### src/rtl/uart_pkg.sv
// Shared types and helpers for the UART transceiver: FSM state encoding,
// baud divisor calculation and the RX FIFO entry layout.
package uart_pkg;

  typedef enum logic [2:0] {IDLE, START, DATA, PARITY, STOP} uart_state_e;

  localparam int MAX_DATA_BITS = 9;

  // Data is zero-extended to the widest legal payload; narrower builds use the low bits.
  typedef struct packed {
    logic [MAX_DATA_BITS-1:0] data;
    logic                     frame_err;
    logic                     parity_err;
  } rx_entry_t;

  function automatic int calc_div(input int clock_freq, input int baud_rate);
    return (clock_freq + baud_rate / 2) / baud_rate;
  endfunction

endpackage

### src/rtl/uart_fifo.sv
// Synchronous first-word fall-through FIFO; DEPTH must be a power of two.
// A push into a full FIFO is taken only when a pop happens in the same cycle.
module uart_fifo #(
  parameter int WIDTH = 8,
  parameter int DEPTH = 8
) (
  input  logic             clk_i,
  input  logic             rst_i,
  input  logic             push_i,
  input  logic [WIDTH-1:0] wdata_i,
  input  logic             pop_i,
  output logic [WIDTH-1:0] rdata_o,
  output logic             full_o,
  output logic             empty_o
);
  localparam int AW = $clog2(DEPTH);

  logic [WIDTH-1:0] mem_q [DEPTH];
  logic [AW:0]      wptr_q, rptr_q;
  logic             do_push, do_pop;

  assign empty_o = (wptr_q == rptr_q);
  assign full_o  = (wptr_q == {~rptr_q[AW], rptr_q[AW-1:0]});
  assign do_pop  = pop_i & ~empty_o;
  assign do_push = push_i & (~full_o | do_pop);
  assign rdata_o = empty_o ? '0 : mem_q[rptr_q[AW-1:0]];

  always_ff @(posedge clk_i) begin
    if (rst_i) begin
      wptr_q <= '0;
      rptr_q <= '0;
    end else begin
      if (do_push) wptr_q <= wptr_q + 1'b1;
      if (do_pop)  rptr_q <= rptr_q + 1'b1;
    end
  end

  always_ff @(posedge clk_i) begin
    if (do_push) mem_q[wptr_q[AW-1:0]] <= wdata_i;
  end

endmodule

### src/rtl/uart_transceiver.sv
// UART transceiver with TX/RX FIFOs, configurable data width and stop bits.
// Define UART_PARITY_EN to add a parity bit after the data bits on both paths.
module uart_transceiver
  import uart_pkg::*;
#(
  parameter int CLOCK_FREQ = 100_000_000,
  parameter int BAUD_RATE  = 115200,
  parameter int DATA_BITS  = 8,
  parameter int STOP_BITS  = 1,
  parameter int FIFO_DEPTH = 8
) (
  input  logic                 clock,
  input  logic                 reset,
  input  logic [DATA_BITS-1:0] io_tx_data,
  input  logic                 io_tx_valid,
  output logic                 io_tx_ready,
  output logic [DATA_BITS-1:0] io_rx_data,
  output logic                 io_rx_valid,
  input  logic                 io_rx_ready,
  output logic                 io_rx_frame_err,
  output logic                 io_rx_parity_err,
  output logic                 io_rx_overrun,
  input  logic                 io_parity_odd,
  output logic                 io_uart_tx,
  input  logic                 io_uart_rx
);
  localparam int            DIV     = calc_div(CLOCK_FREQ, BAUD_RATE);
  localparam int            CW      = $clog2(DIV);
  localparam int            ENTRY_W = $bits(rx_entry_t);
  localparam logic [CW-1:0] DIV_M1  = CW'(DIV - 1);
  localparam logic [CW-1:0] HALF_M1 = CW'(DIV / 2 - 1);
  localparam logic [3:0]    DB_M1   = 4'(DATA_BITS - 1);
  localparam logic [3:0]    SB_M1   = 4'(STOP_BITS - 1);
`ifdef UART_PARITY_EN
  localparam uart_state_e   AFTER_DATA = PARITY;
`else
  localparam uart_state_e   AFTER_DATA = STOP;
`endif

  uart_state_e          tx_state_q, tx_state_d, rx_state_q, rx_state_d;
  logic [CW-1:0]        tx_cnt_q, rx_cnt_q;
  logic [3:0]           tx_bit_q, rx_bit_q;
  logic [DATA_BITS-1:0] tx_sh_q, rx_sh_q, tx_head;
  logic                 tx_q, tx_d, tx_tick, tx_pop, tx_full, tx_empty;
  logic                 rx_s1_q, rx_s2_q, rx_s3_q, rx_ovr_q;
  logic                 rx_tick, rx_fall, rx_push, rx_pop, rx_full, rx_empty, rx_perr;
  logic [DATA_BITS+1:0] rx_rdata;
  rx_entry_t            rx_head;
  logic                 unused_head;

  // ---------------- TX ----------------
  uart_fifo #(.WIDTH(DATA_BITS), .DEPTH(FIFO_DEPTH)) u_tx_fifo (
    .clk_i(clock), .rst_i(reset), .push_i(io_tx_valid & io_tx_ready), .wdata_i(io_tx_data),
    .pop_i(tx_pop), .rdata_o(tx_head), .full_o(tx_full), .empty_o(tx_empty));

  assign io_tx_ready = ~tx_full;
  assign io_uart_tx  = tx_q;
  assign tx_tick     = (tx_cnt_q == DIV_M1);

`ifdef UART_PARITY_EN
  logic tx_par_q, rx_perr_q;
  always_ff @(posedge clock) begin
    if (reset) begin
      tx_par_q  <= 1'b0;
      rx_perr_q <= 1'b0;
    end else begin
      if (tx_pop) tx_par_q <= ^tx_head ^ io_parity_odd;
      if (rx_state_q == IDLE) rx_perr_q <= 1'b0;
      else if (rx_state_q == PARITY && rx_tick) rx_perr_q <= rx_s2_q ^ (^rx_sh_q) ^ io_parity_odd;
    end
  end
  assign rx_perr = rx_perr_q;
`else
  assign rx_perr = 1'b0;
`endif

  always_ff @(posedge clock) begin
    if (reset) tx_state_q <= IDLE;
    else       tx_state_q <= tx_state_d;
  end

  // Leaving STOP straight into START keeps consecutive frames gap-free.
  always_comb begin
    tx_state_d = tx_state_q;
    unique case (tx_state_q)
      IDLE:  if (!tx_empty) tx_state_d = START;
      START: if (tx_tick) tx_state_d = DATA;
      DATA:  if (tx_tick && tx_bit_q == DB_M1) tx_state_d = AFTER_DATA;
`ifdef UART_PARITY_EN
      PARITY: if (tx_tick) tx_state_d = STOP;
`endif
      STOP:  if (tx_tick && tx_bit_q == SB_M1) tx_state_d = tx_empty ? IDLE : START;
      default: tx_state_d = IDLE;
    endcase
  end

  always_comb begin
    tx_d   = 1'b1;
    tx_pop = ~tx_empty & ((tx_state_q == IDLE) |
                          (tx_state_q == STOP && tx_tick && tx_bit_q == SB_M1));
    unique case (tx_state_q)
      START: tx_d = 1'b0;
      DATA:  tx_d = tx_sh_q[0];
`ifdef UART_PARITY_EN
      PARITY: tx_d = tx_par_q;
`endif
      default: tx_d = 1'b1;
    endcase
  end

  always_ff @(posedge clock) begin
    if (reset) begin
      tx_q     <= 1'b1;
      tx_cnt_q <= '0;
      tx_bit_q <= '0;
      tx_sh_q  <= '0;
    end else begin
      tx_q     <= tx_d;
      tx_cnt_q <= (tx_state_q == IDLE || tx_tick) ? '0 : tx_cnt_q + 1'b1;
      tx_bit_q <= (tx_state_d != tx_state_q) ? '0 : tx_bit_q + {3'b0, tx_tick};
      if (tx_pop) tx_sh_q <= tx_head;
      else if (tx_state_q == DATA && tx_tick) tx_sh_q <= tx_sh_q >> 1;
    end
  end

  // ---------------- RX ----------------
  assign rx_fall = rx_s3_q & ~rx_s2_q;
  assign rx_tick = (rx_state_q == START) ? (rx_cnt_q == HALF_M1) : (rx_cnt_q == DIV_M1);
  assign rx_pop  = io_rx_ready & ~rx_empty;

  always_ff @(posedge clock) begin
    if (reset) rx_state_q <= IDLE;
    else       rx_state_q <= rx_state_d;
  end

  always_comb begin
    rx_state_d = rx_state_q;
    unique case (rx_state_q)
      IDLE:  if (rx_fall) rx_state_d = START;
      START: if (rx_tick) rx_state_d = rx_s2_q ? IDLE : DATA;
      DATA:  if (rx_tick && rx_bit_q == DB_M1) rx_state_d = AFTER_DATA;
`ifdef UART_PARITY_EN
      PARITY: if (rx_tick) rx_state_d = STOP;
`endif
      STOP:  if (rx_tick) rx_state_d = IDLE;
      default: rx_state_d = IDLE;
    endcase
  end

  always_comb begin
    rx_push = (rx_state_q == STOP) && rx_tick;
  end

  always_ff @(posedge clock) begin
    if (reset) begin
      {rx_s3_q, rx_s2_q, rx_s1_q} <= 3'b111;
      rx_cnt_q <= '0;
      rx_bit_q <= '0;
      rx_sh_q  <= '0;
      rx_ovr_q <= 1'b0;
    end else begin
      {rx_s3_q, rx_s2_q, rx_s1_q} <= {rx_s2_q, rx_s1_q, io_uart_rx};
      rx_cnt_q <= (rx_state_q == IDLE || rx_tick) ? '0 : rx_cnt_q + 1'b1;
      rx_bit_q <= (rx_state_d != rx_state_q) ? '0 : rx_bit_q + {3'b0, rx_tick};
      if (rx_state_q == DATA && rx_tick) rx_sh_q <= {rx_s2_q, rx_sh_q[DATA_BITS-1:1]};
      rx_ovr_q <= rx_push & rx_full & ~rx_pop;
    end
  end

  uart_fifo #(.WIDTH(DATA_BITS + 2), .DEPTH(FIFO_DEPTH)) u_rx_fifo (
    .clk_i(clock), .rst_i(reset), .push_i(rx_push), .wdata_i({rx_sh_q, ~rx_s2_q, rx_perr}),
    .pop_i(rx_pop), .rdata_o(rx_rdata), .full_o(rx_full), .empty_o(rx_empty));

  assign rx_head         = rx_entry_t'(ENTRY_W'(rx_rdata));
  assign io_rx_valid     = ~rx_empty;
  assign io_rx_data      = rx_head.data[DATA_BITS-1:0];
  assign io_rx_frame_err = rx_head.frame_err;
  assign io_rx_overrun   = rx_ovr_q;
`ifdef UART_PARITY_EN
  assign io_rx_parity_err = rx_head.parity_err;
  assign unused_head      = ^rx_head.data;
`else
  assign io_rx_parity_err = 1'b0;
  assign unused_head      = ^{rx_head, io_parity_odd};
`endif

endmodule

### config.mk
export PLATFORM = sky130hd
export DESIGN_NAME = uart_transceiver
export DESIGN_NICKNAME = d
export VERILOG_FILES = /design/src/rtl/uart_pkg.sv /design/src/rtl/uart_fifo.sv /design/src/rtl/uart_transceiver.sv
export SDC_FILE = /design/constraint.sdc
export NUM_CORES = 1
export LEC_CHECK = 0
export CAP_MARGIN = 20
export CORE_ASPECT_RATIO = 0.8
export CORE_MARGIN = 4
export CORE_UTILIZATION = 32
export DETAILED_ROUTE_END_ITERATION = 12
export GPL_TIMING_DRIVEN = 0
export SYNTH_ARGS = -nofsm -noshare
export SYNTH_HDL_FRONTEND = slang
export SYNTH_SLANG_ARGS = --single-unit
### constraint.sdc
create_clock -name clock -period 4 [get_ports clock]
set_input_delay 1 -clock clock [delete_from_list [all_inputs] [get_ports clock]]
set_output_delay 1 -clock clock [all_outputs]
set_load 0.01 [all_outputs]
Word-level counts from Yosys, hierarchy flattened:

Memories as Yosys holds them, arrays and structs flattened. A register that Yosys moved wholly into a read port is not among the register bits.
Cells that the tools add are included.

* add/sub/neg operators: 8
* eq/ne operators: 17
* multiplexer cells: 26
* bitwise gates (word level): 21
* reductions and logical operators: 18

Operators with widths (count)
* $mux W3: 12
* $mux W8: 3
* $pmux W3 S4: 2
* $add A10 B1 Y10 const B: 2
* $eq A10 B10 Y1 const B: 2
* $add A4 B1 Y4 const B: 4
* $eq A4 B4 Y1: 4
* $and A1 B1 Y1: 10
* $eq A10 B9 Y1 const B: 1
* $mux W10: 1
* $add A4 B1 Y4: 2
* $eq A4 B3 Y1 const B: 2
* $logic_and A1 B1 Y1: 8
* $not A1 Y1: 8
* $reduce_or A2 Y1: 4
* $eq A3 B1 Y1 const B: 2
* $eq A3 B2 Y1 const B: 2
* $eq A3 B3 Y1 const B: 2
* $logic_not A3 Y1: 2
* $mux W1: 6
* $ne A3 B3 Y1: 2
* $logic_not A4 Y1: 1
* $or A1 B1 Y1: 3
* $logic_or A1 B1 Y1: 2
* other kinds (3): 3

* register bits: 71
* bits in writable memories: 136
* bits of input ports: 14
* output and inout port bits: 14
* logic and storage cells: 109
* memories: 2

Memories
* u_rx_fifo.mem_q: words 8, width 9, read ports 1, clocked after Yosys merged registers in 1, write ports 1, line uart_fifo.sv:18 `logic [WIDTH-1:0] mem_q [DEPTH];`
* u_tx_fifo.mem_q: words 8, width 8, read ports 1, clocked after Yosys merged registers in 1, write ports 1, line uart_fifo.sv:18

Logic depth before layout (Yosys ltp):

Gate-level depths: netlist (run 1).

* depth after elaboration: 10
* mapped depth: 9
* mapped depth without buffers: 7

Modules after synthesis:

A second synthesis (run 1) with hierarchy kept.

* cells, all modules: 662
* area total of the unflattened synthesis: 9434.0 µm²

By module, submodules not included
* uart_fifo at u_rx_fifo: instances 1, cells an instance 198, area an instance 3681.0 µm², seq. area each 2622.5 µm²
* uart_fifo at u_tx_fifo: instances 1, cells an instance 173, area an instance 3094.2 µm², seq. area each 2142.1 µm²
* uart_transceiver: instances 1, cells an instance 291, area an instance 2658.8 µm², seq. area each 1101.1 µm²

Worst setup path after synthesis (run 1):

OpenSTA, ideal clock, no wires.

* kind: reg2reg
* from: register rx_cnt_q[7]
* to: memory u_rx_fifo.mem_q[4][0] in the netlist's numbering, enable pin
* setup time: 0.403 ns
* arrival: 2.438 ns
* required time: 3.597 ns
* slack: 1.159 ns
* stages on the path, launching flop included: 7
* buffers on the path: 1
* period minus slack after synthesis: 2.841 ns
* cell sequence: dfxtp_1 > and4b_1 > or4b_1 > buf_6 > nor2_1 > nand2_1 > nor4b_1

* cells in the longest elaborated chain, start to end: 6
* elaborated cells on any way between the ends: 7
* classes of those cells: 2 x eq/ne; 3 x mux; 1 x bitwise; 1 x reduce/logical

RTL lines
* start: declaration: line uart_transceiver.sv:41 `logic [CW-1:0] tx_cnt_q, rx_cnt_q;`
* start signal: assignment: line uart_transceiver.sv:163 `rx_cnt_q <= (rx_state_q == IDLE || rx_tick) ? '0 : rx_cnt_q + 1'b1;`
* $eq A10 B10 Y1 / $eq A10 B9 Y1 (equally long branches): line uart_transceiver.sv:128 `assign rx_tick = (rx_state_q == START) ? (rx_cnt_q == HALF_M1) : (rx_cnt_q == DIV_M1);`
* $mux W1 (*): line uart_transceiver.sv:128
* $logic_and A1 B1 Y1 (*): line uart_transceiver.sv:151 `rx_push = (rx_state_q == STOP) && rx_tick;`
* $and A1 B1 Y1 (*): line uart_fifo.sv:25 `assign do_push = push_i & (~full_o | do_pop);`
* $mux W1 (*): line uart_fifo.sv:39 `if (do_push) mem_q[wptr_q[AW-1:0]] <= wdata_i;`
* $mux W1 (not written as such) (*): line uart_fifo.sv:39
* end: declaration: line uart_fifo.sv:18

Mark *: on every way between the ends. The rest lies on a longest branch, timed or not.

==> metrics.md, run 1 <==
| Metric | Value |
|---|---|
| Maximum operating frequency | 260 MHz |
| 1st-iter DRT viols | approximately 230 |
| Number of design rule violations left after detail routing | 0 |
| Insertion delay to the later sink of the worst-skew pair | just over 0.5 ns |
| Number of failing hold endpoints at the final stage | 0 |
| Max H-tree Level | 1 |
| Cell breakdown of the critical path | buf_2 > clkbuf_4 > mux4_2 > mux2i_1 > nor2_1 > clkdlybuf4s50_1 |
| Endpoint kind of the worst setup timing path | output pin |
| Total internal power | a little over 4 mW |
| Share of the synthesized area in the top cell type | 47.2% |
| Switching part of the total | a little under a quarter |
| Nets | a little under 700 |
| Master of the slowest instance on the critical path | sky130_fd_sc_hd__mux4_2 |
| Clock Path Buffers | 3 |
| Avg Vias per Cell | 4.67 |
| Outcome | complete, no violations |
| Buffers added on ports | 25 |
| Post-synthesis mux area share | 12.2% |
| Synthesis-to-layout area growth | 19.1% |
| Synthesized netlist cell count | approximately 600 |
| Cell depth of the worst min-delay path | 1 |
| Arrival time worst endpoint | around 2.9 ns |
| Class of the most critical setup path | reg2out |
| Synthesized area per cell | between 10 and 15 um^2 |
| Post-route design area | 10300 um^2 |
| I/O pin count | 28 |
| Standard-cell rows | 53 |
| Relative slew slack | between 30% and 40% |
| Endpoint of the worst hold-timing path | rx_s2_q$_SDFF_PP1_ |
| Xor/xnor cell area share of the yosys netlist | ~3.6% |
| Synthesis-stage register bit count | about 210 |
| Number of detailed-route iterations in the first pass | 5 |
| Total Die Area | roughly 30000 um^2 |
| Stage delay of the slowest cell on the critical path | between 0.5 and 0.6 ns |
| Antenna Violating Nets Remaining | 0 |
| Number of buffers and inverters on the critical path | 3 |
| Actual transition at the worst max-transition pin | about 1.0 ns |
| Clock tree from TritonCTS | built |
| Relative contribution of sequential cells to total power | a little under half |
| Fraction of the mapped netlist area in simple logic gates | 11.3% |
| Compound-gate portion of the synthesized area | just over 4% |
| Worst hold start | rx_s1_q$_SDFF_PP1_ |
| Initial standard-cell utilization of the core | approximately 33% |
| Antenna violations before repair | 0 |
| Wire length of the first global-routing pass | 27100 um |
| Dominant register cell in the synthesized netlist | sky130_fd_sc_hd__edfxtp_1 |
| Via count of the first global-routing pass | 4895 |
| Dpl ws | around 0.32 ns |
| Final setup violation count | 0 |
| Core footprint | ~26000 um^2 |
| Worst Path Required | ~3.0 ns |
| Critical R2R Launch | rx_cnt_q[0]$_SDFF_PP0_ |
| Cell types with the largest area share after synthesis | sky130_fd_sc_hd__edfxtp_1, sky130_fd_sc_hd__dfxtp_1, sky130_fd_sc_hd__mux4_2, sky130_fd_sc_hd__nor2_1, sky130_fd_sc_hd__mux2i_1 |
| Combinational share of power | about a tenth |
| Routed length per placed instance | ~16 um |
| CTS clock-pin slew for the worst setup and hold paths | about 0.07 ns |
| Shortest clock period the worst path allows after layout | roughly 3.8 ns |
| Area of the multi-input gates | 2880 um^2 |
| Share of the yosys chip area belonging to registers | 65.0% |
| Remaining Overflow, GRT | 0 |
| Sequential Area | 5630 um^2 |
| Area after detailed placement | 9500 um^2 |
| Worst Clk Skew | between 0.01 and 0.015 ns |
| Post-Route WL | 16900 um |
| Power density over the cells | around 500 nW/um^2 |
| Cell type with the largest total area after synthesis | sky130_fd_sc_hd__edfxtp_1 |
| Vert. Die Dim | 155 um |
| Detail Placement HPWL | about 11000 um |
| Ratio of cells with drive above 1 in the final layout | approximately 19% |
| Vias | between 4000 and 5000 |
| CTS Sinks | roughly 210 |
| RSZ-0062 raised after global routing | no |
| Leakage dissipation | around 3.4 nW |
| Ant. Diodes | 0 |
| Flop-to-flop setup slack | between 1 and 1.5 ns |
| Setup TNS | 0 ns |
| Switching pwr | approximately 1.2 mW |
| Global routing usage summed across all routing layers | 11.6% |
| Gpl congestion | 0.752 |
| Net Count, Synth | 620 |
| Clock Root Buffer | sky130_fd_sc_hd__clkbuf_16 |
| R2r endpoint | u_rx_fifo.mem_q[3][1]$_DFFE_PP_ |
| Maximum vdd drop | between 200 and 300 uV |
| # fillers | 2431 |
| Arithmetic-cell share of the synthesized area counting full adders, half adders and majority gates | under 10% |
| Final critical-path share of the clock period | between 90 and 100% |
| Main combinational cell family by area after synthesis | multiplexers |
| Async set-or-reset flop fraction in the synthesized netlist | 0% |
| EDFF count, synth | 136 |
| Portion of total power attributed to the clock network | 42.7% |
| Width of the chip | 192 um |
| Worst Path Max Fanout | 10 |
| Cell type group with the largest total delay on the critical path | buffers and inverters |
| Number of synthesis warnings | 0 |
| Final worst slack | 0.150 ns |
| Worst min path class | reg2reg |
| Max-capacitance violation count | 0 |
| Pin count of the biggest net entering global routing | 15 |
| Worst r2r path cells | 7 |
| Post-synthesis cell area | between 8000 and 9000 um^2 |
| CP startpoint kind | flop |
| Count of cell types in the netlist | between 60 and 70 |
| Max Transition Viols Final | 0 |
| Number of buffers inserted during clock tree synthesis | 23 |
## through the flow
step	power [mW]	hold WS, ns	cells	utilization [%]
6_report	5.21	0.408	1028	39.0
5_1_grt	5.43	0.430	1028	39.0
3_5_place_dp	3.04	0.406	986	35.9
4_1_cts	5.27	0.417	1028	39.0
3_3_place_gp	3.04	0.401	978	35.4
2_1_floorplan	2.89	0.389	596	-
## power by group through the flow
stage	combinational, mW	clock, mW	sequential (mW)
final	0.526	2.22	2.46
after global routing	0.579	2.38	2.47
after CTS	0.533	2.28	2.46
after detailed placement	0.532	0	2.51
after global placement	0.527	0	2.51
after floorplan	0.402	0	2.49
## area by class of cell
| type | count | share of cell area (%) |
|---|---|---|
| well taps | 357 | 4.33 |
| multi-input cells | 338 | 28.0 |
| plain buffers | 28 | 1.42 |
| flip-flops and latches | 213 | 54.5 |
| inverters | 17 | 0.619 |
| clock buffers | 30 | 6.42 |
| clock inverters | 12 | 1.44 |
| repair buffers | 33 | 3.26 |
## placed cells by master, fill, tap and decap left out, types with 8 or more instances in the layout
cell,count
sky130_fd_sc_hd__edfxtp_1,136
sky130_fd_sc_hd__mux2i_1,27
sky130_fd_sc_hd__inv_1,17
sky130_fd_sc_hd__mux4_2,34
sky130_fd_sc_hd__buf_2,9
sky130_fd_sc_hd__xor2_1,12
sky130_fd_sc_hd__buf_6,9
sky130_fd_sc_hd__xnor2_1,24
sky130_fd_sc_hd__a21oi_1,9
sky130_fd_sc_hd__ha_1,10
sky130_fd_sc_hd__nand3_1,19
sky130_fd_sc_hd__nand2_1,17
sky130_fd_sc_hd__nor3_1,8
sky130_fd_sc_hd__clkbuf_16,23
sky130_fd_sc_hd__a211oi_1,11
sky130_fd_sc_hd__nor2_1,76
sky130_fd_sc_hd__dfxtp_1,77
sky130_fd_sc_hd__clkbuf_1,11
sky130_fd_sc_hd__clkdlybuf4s50_1,25
## layer usage
metal	share of wire [%]	global-route usage, %
met5	0	0
met4	2.5	3.15
met3	4.2	2.15
met2	44	17.5
met1	49	17.1
## cell usage after synthesis, types with 2 or more instances
cell type / number
sky130_fd_sc_hd__nand4_1: 4
sky130_fd_sc_hd__nor4_1: 5
sky130_fd_sc_hd__nand3b_1: 2
sky130_fd_sc_hd__a211oi_1: 11
sky130_fd_sc_hd__a31oi_1: 2
sky130_fd_sc_hd__mux2i_1: 27
sky130_fd_sc_hd__edfxtp_1: 136
sky130_fd_sc_hd__buf_6: 2
sky130_fd_sc_hd__xnor2_1: 24
sky130_fd_sc_hd__nor3b_1: 4
sky130_fd_sc_hd__nor4b_1: 2
sky130_fd_sc_hd__nand3_1: 19
sky130_fd_sc_hd__nor2_1: 76
sky130_fd_sc_hd__or3_2: 2
sky130_fd_sc_hd__buf_2: 10
sky130_fd_sc_hd__nor3_1: 13
sky130_fd_sc_hd__and2_1: 6
sky130_fd_sc_hd__clkbuf_1: 12
sky130_fd_sc_hd__inv_1: 17
sky130_fd_sc_hd__nor2b_1: 6
sky130_fd_sc_hd__xor2_1: 12
sky130_fd_sc_hd__a2111oi_0: 2
sky130_fd_sc_hd__o31ai_1: 2
sky130_fd_sc_hd__mux4_2: 34
sky130_fd_sc_hd__buf_1: 2
sky130_fd_sc_hd__nand4b_1: 4
sky130_fd_sc_hd__and3_1: 4
sky130_fd_sc_hd__or4b_1: 2
sky130_fd_sc_hd__mux2_2: 2
sky130_fd_sc_hd__a211oi_2: 2
sky130_fd_sc_hd__ha_1: 10
sky130_fd_sc_hd__a21oi_1: 9
sky130_fd_sc_hd__nand2_1: 17
sky130_fd_sc_hd__buf_4: 2
sky130_fd_sc_hd__dfxtp_1: 77
sky130_fd_sc_hd__nand2b_1: 4
sky130_fd_sc_hd__o21ai_0: 4
sky130_fd_sc_hd__or3b_1: 2
sky130_fd_sc_hd__or2_2: 2
## state kept, by name, indices dropped and copies added (netlist names), 3 cells and up, named ones only
| name | cells |
|---|---|
| u_tx_fifo.wptr_q | 4 |
| tx_state_q | 3 |
| u_tx_fifo.mem_q | 64 |
| tx_bit_q | 4 |
| rx_bit_q | 4 |
| rx_state_q | 3 |
| tx_sh_q | 8 |
| rx_cnt_q | 10 |
| u_tx_fifo.rptr_q | 4 |
| tx_cnt_q | 10 |
| rx_sh_q | 8 |
| u_rx_fifo.mem_q | 72 |
| u_rx_fifo.wptr_q | 4 |
| u_rx_fifo.rptr_q | 4 |
## how the worst max path moves through the flow
stage	from	end	slack (ns)	depth (start not counted)
after global routing	flop	io_rx_data[7]	0.01	6
after floorplan	rx_cnt_q[7]$_SDFF_PP0_	u_rx_fifo.mem_q[4][0]$_DFFE_PP_	1.16	6
after CTS	flop	io_rx_data[7]	0.003	6
after global placement	io_rx_ready	u_rx_fifo.mem_q[4][2]$_DFFE_PP_	-0.57	5
after detailed placement	flop	io_rx_data[7]	0.32	6
final	flop	io_rx_data[7]	0.15	6
## worst register-to-register path, cell delays in order (launching register included)
cell and delay (ns):
sky130_fd_sc_hd__dfxtp_1 0.44, sky130_fd_sc_hd__nand4b_4 0.13, sky130_fd_sc_hd__or4b_1 0.50, sky130_fd_sc_hd__buf_6 0.17, sky130_fd_sc_hd__a211oi_4 0.33, sky130_fd_sc_hd__nand2_1 0.19
sky130_fd_sc_hd__nor3b_2 0.52, sky130_fd_sc_hd__buf_6 0.21
## logic make-up (layout without fill, tap and decap cells)
group	after synthesis	after routing
AOI/OAI and AO/OA	43	43
xor gates and xnor gates	36	36
adders and majority gates	10	10
buffers and inverters	45	120
DFF	213	213
muxes	63	63
other	1	1
and+or+nand+nor	185	185
## timing repair
item	4_1_cts	5_1_grt
setup endpoints to repair	9	9
hold buffers	0	0
hold endpoints to repair	0	0
gates resized for setup	1	4
setup buffers	0	0
Power figures use the tool's default switching activity.
==> inputs of run 2 (changes only) <==
--- a/config.mk
+++ b/config.mk
@@ -9,8 +9,11 @@
 export CORE_ASPECT_RATIO = 0.8
 export CORE_MARGIN = 4
 export CORE_UTILIZATION = 32
+export CTS_BUF_LIST = sky130_fd_sc_hd__clkbuf_8 sky130_fd_sc_hd__clkbuf_16
 export DETAILED_ROUTE_END_ITERATION = 12
 export GPL_TIMING_DRIVEN = 0
+export REMOVE_ABC_BUFFERS = 1
 export SYNTH_ARGS = -nofsm -noshare
 export SYNTH_HDL_FRONTEND = slang
+export SYNTH_HIERARCHICAL = 1
 export SYNTH_SLANG_ARGS = --single-unit
==> run 2 against run 1 <==
Compared with the run above:
- count of clock-buffer cells in the layout fell by 7
- cell count rose by 3.5%
- global-route usage fell by 0.76 points
- non-clock buffer count fell by 24
- largest power group unchanged
- power fell by 0.10%
- die area rose by 5.2%
- critical endpoint is now io_rx_data[1]
==> metrics.md, run 2 <==
| Metric | Value |
|---|---|
| Vias | 5207 (was 4802) |
| Maximum vdd drop | 343 uV (was 255 uV) |
| Switching part of the total | 23.6% (was 22.9%) |
| Most used cells in the layout excluding fill and tap cells | sky130_fd_sc_hd__edfxtp_1, sky130_fd_sc_hd__dfxtp_1, sky130_fd_sc_hd__nor2_1, sky130_fd_sc_hd__mux4_2, sky130_fd_sc_hd__mux2i_1 (unchanged) |
| Cell depth of the worst min-delay path | 1 (unchanged) |
| Outcome | complete, no violations (unchanged) |
| Number of buffers inserted for hold repair after clock tree synthesis | 0 (unchanged) |
| Global routing usage summed across all routing layers | 10.8% (was 11.6%) |
| Cell type group with the largest total delay on the critical path | flip-flops (was buffers and inverters) |
| Number of detailed-route iterations in the first pass | 5 (unchanged) |
| # fillers | 2659 (was 2431) |
| Endpoint of the worst hold-timing path | rx_s2_q$_SDFF_PP1_ (unchanged) |
| Portion of total power attributed to the clock network | 41.2% (was 42.7%) |
| Shortest clock period the worst path allows after layout | 3.82 ns (was 3.85 ns) |
| RSZ-0062 raised after global routing | no (unchanged) |
| I/O pin count | 28 (unchanged) |
| Avg Vias per Cell | 4.89 (was 4.67) |
| Stage delay of the slowest cell on the critical path | 0.80 ns (was 0.54 ns) |
| Combinational share of power | 11.4% (was 10.1%) |
| Remaining Overflow, GRT | 0 (unchanged) |
| CTS clock-pin slew for the worst setup and hold paths | 0.06 ns (was 0.07 ns) |
| Worst Clk Skew | 0.0215 ns (was 0.0113 ns) |
| Maximum operating frequency | 262 MHz (was 260 MHz) |
| Flop-to-flop setup slack | 0.34 ns (was 1.21 ns) |
| Routed length per placed instance | 15.9 um (was 16.4 um) |
| Wire length of the first global-routing pass | 27900 um (was 27100 um) |
| Max H-tree Level | 1 (unchanged) |
| Total Die Area | 31300 um^2 (was 29800 um^2) |
| Total internal power | 3.98 mW (was 4.02 mW) |
| Clock Root Buffer | sky130_fd_sc_hd__clkbuf_16 (unchanged) |
| Number of failing hold endpoints at the final stage | 0 (unchanged) |
| Detail Placement HPWL | 10900 um (was 11200 um) |
| Number of design rule violations left after detail routing | 0 (unchanged) |
| Initial standard-cell utilization of the core | 32.4% (was 32.7%) |
| Buffers added on ports | 25 (unchanged) |
| Number of flip-flops in the largest register | 72 (unchanged) |
| Switching pwr | 1.23 mW (was 1.19 mW) |
| Arrival time worst endpoint | 2.82 ns (was 2.85 ns) |
| Class of the most critical setup path | reg2out (unchanged) |
| CP startpoint kind | flop (unchanged) |
| Post-CTS setup buffer count | 0 (unchanged) |
| R2r endpoint | u_tx_fifo/mem_q[0][6]$_DFFE_PP_ (was u_rx_fifo.mem_q[3][1]$_DFFE_PP_) |
| Leakage dissipation | 3.53 nW (was 3.37 nW) |
| Gpl congestion | 0.745 (was 0.752) |
| Max-capacitance violation count | 0 (unchanged) |
| Worst hold start | rx_s1_q$_SDFF_PP1_ (unchanged) |
| Max Transition Viols Final | 0 (unchanged) |
| Via count of the first global-routing pass | 5170 (was 4895) |
| Cell count along the critical path | 5 (was 6) |
| Clock tree from TritonCTS | built (unchanged) |
| Post-synthesis cell area | 9140 um^2 (was 8660 um^2) |
| Dpl ws | 0.0417 ns (was 0.322 ns) |
| Width of the chip | 197 um (was 192 um) |
| Worst Path Required | 3.00 ns (about the same) |
| Standard-cell rows | 55 (was 53) |
| Ratio of cells with drive above 1 in the final layout | 17.9% (was 19.4%) |
| CTS Sinks | 213 (unchanged) |
| Cell breakdown of the critical path | buf_16 > mux4_2 > mux2i_1 > nor2_1 > clkdlybuf4s50_1 (was buf_2 > clkbuf_4 > mux4_2 > mux2i_1 > nor2_1 > clkdlybuf4s50_1) |
| Post-cts gate resize count | 0 (was 1) |
| Final critical-path share of the clock period | 95.4% (was 96.2%) |
| Number of buffers and inverters on the critical path | 2 (was 3) |
| 1st-iter DRT viols | 353 (was 232) |
| Synthesized netlist cell count | 650 (was 596) |
| Most common library cell in the layout ignoring fill and taps | sky130_fd_sc_hd__edfxtp_1 (unchanged) |
| Master of the slowest instance on the critical path | sky130_fd_sc_hd__dfxtp_1 (was sky130_fd_sc_hd__mux4_2) |
| Vert. Die Dim | 159 um (was 155 um) |
| Power density over the cells | 490 nW/um^2 (was 506 nW/um^2) |
| Worst r2r path cells | 9 (was 7) |
| Antenna violations before repair | 0 (unchanged) |
| Synthesized area per cell | 14.1 um^2 (was 14.5 um^2) |
| Number of buffers inserted during clock tree synthesis | 23 (unchanged) |
| Final setup violation count | 0 (unchanged) |
| Relative contribution of sequential cells to total power | 47.5% (was 47.3%) |
| Core footprint | 28200 um^2 (was 26500 um^2) |
| Ant. Diodes | 0 (unchanged) |
| Worst Path Max Fanout | 10 (unchanged) |
| Worst min path class | reg2reg (unchanged) |
| Number of synthesis warnings | 6 (was 0) |
| Pin count of the biggest net entering global routing | 44 (was 15) |
| Area after detailed placement | 9830 um^2 (was 9500 um^2) |
| Actual transition at the worst max-transition pin | 1.08 ns (was 1.02 ns) |
| Post-route design area | 10600 um^2 (was 10300 um^2) |
| Clock Path Buffers | 3 (unchanged) |
| Antenna Violating Nets Remaining | 0 (unchanged) |
| Final worst slack | 0.185 ns (was 0.150 ns) |
| Endpoint kind of the worst setup timing path | output pin (unchanged) |
| Post-Route WL | 16900 um (about the same) |
| Insertion delay to the later sink of the worst-skew pair | 0.51 ns (about the same) |
| Nets | 701 (was 678) |
| Synthesis-to-layout area growth | 16.3% (was 19.1%) |
| Relative slew slack | 27.2% (was 32.2%) |
| Critical R2R Launch | u_tx_fifo/wptr_q[2]$_SDFFE_PP0P_ (was rx_cnt_q[0]$_SDFF_PP0_) |
run 2: cell count changes in the layout (fill, tap and decap cells not counted), sizes merged, moves of 7 or more:
cell and change:
xor2 +9, clkbuf -20, nand2b +7, a31oi +8
o21ai +7, nor2 -9, buf -10, a211oi -11
clkinv +7, nand3 +8, xnor2 -9
run 2: cell type report:
class / count / area [um^2] / area share, %
clock buffers: 23 / 576 / 5.42
clock inverters: 19 / 198 / 1.86
inverters: 19 / 71.3 / 0.671
multi-input cells: 383 / 3280 / 30.9
flip-flops and latches: 213 / 5630 / 53.0
well taps: 370 / 463 / 4.36
repair buffers: 37 / 407 / 3.83
run 2: routing by layer:
layer	track usage (%)	vias up	wire length, um
li1	-	2523	-
met1	16.7	2569	8560
met2	15.9	93	7390
met3	2.05	22	700
met4	2.27	0	287
met5	0	-	0
run 2: worst max path at each step:
stage                                                  to
after floorplan           u_tx_fifo/mem_q[0][0]$_DFFE_PP_
final                                       io_rx_data[1]
after global placement    u_tx_fifo/mem_q[0][2]$_DFFE_PP_
after CTS                 u_tx_fifo/mem_q[1][5]$_DFFE_PP_
after global routing                        io_rx_data[1]
after detailed placement  u_tx_fifo/mem_q[1][2]$_DFFE_PP_
run 2: metrics by stage:
stage / setup TNS (ns) / hold WS (ns) / instances / util [%] / power [mW]
3_5_place_dp: 0 / 0.397 / 1020 / 34.8 / 3.11
6_report: 0 / 0.412 / 1064 / 37.6 / 5.21
4_1_cts: 0 / 0.412 / 1062 / 37.6 / 5.27
5_1_grt: 0 / 0.428 / 1064 / 37.6 / 5.43
2_1_floorplan: 0 / 0.389 / 615 / - / 2.91
3_3_place_gp: -39.70 / 0.397 / 1010 / 34.1 / 3.07
run 2: power by group through the flow:
stage               combinational (mW)  clock [mW]  sequential, mW
floorplan                        0.394           0            2.52
global placement                 0.515           0            2.55
detailed placement               0.589           0            2.52
CTS                              0.592        2.20            2.47
global route                     0.662        2.29            2.48
finish                           0.592        2.14            2.47
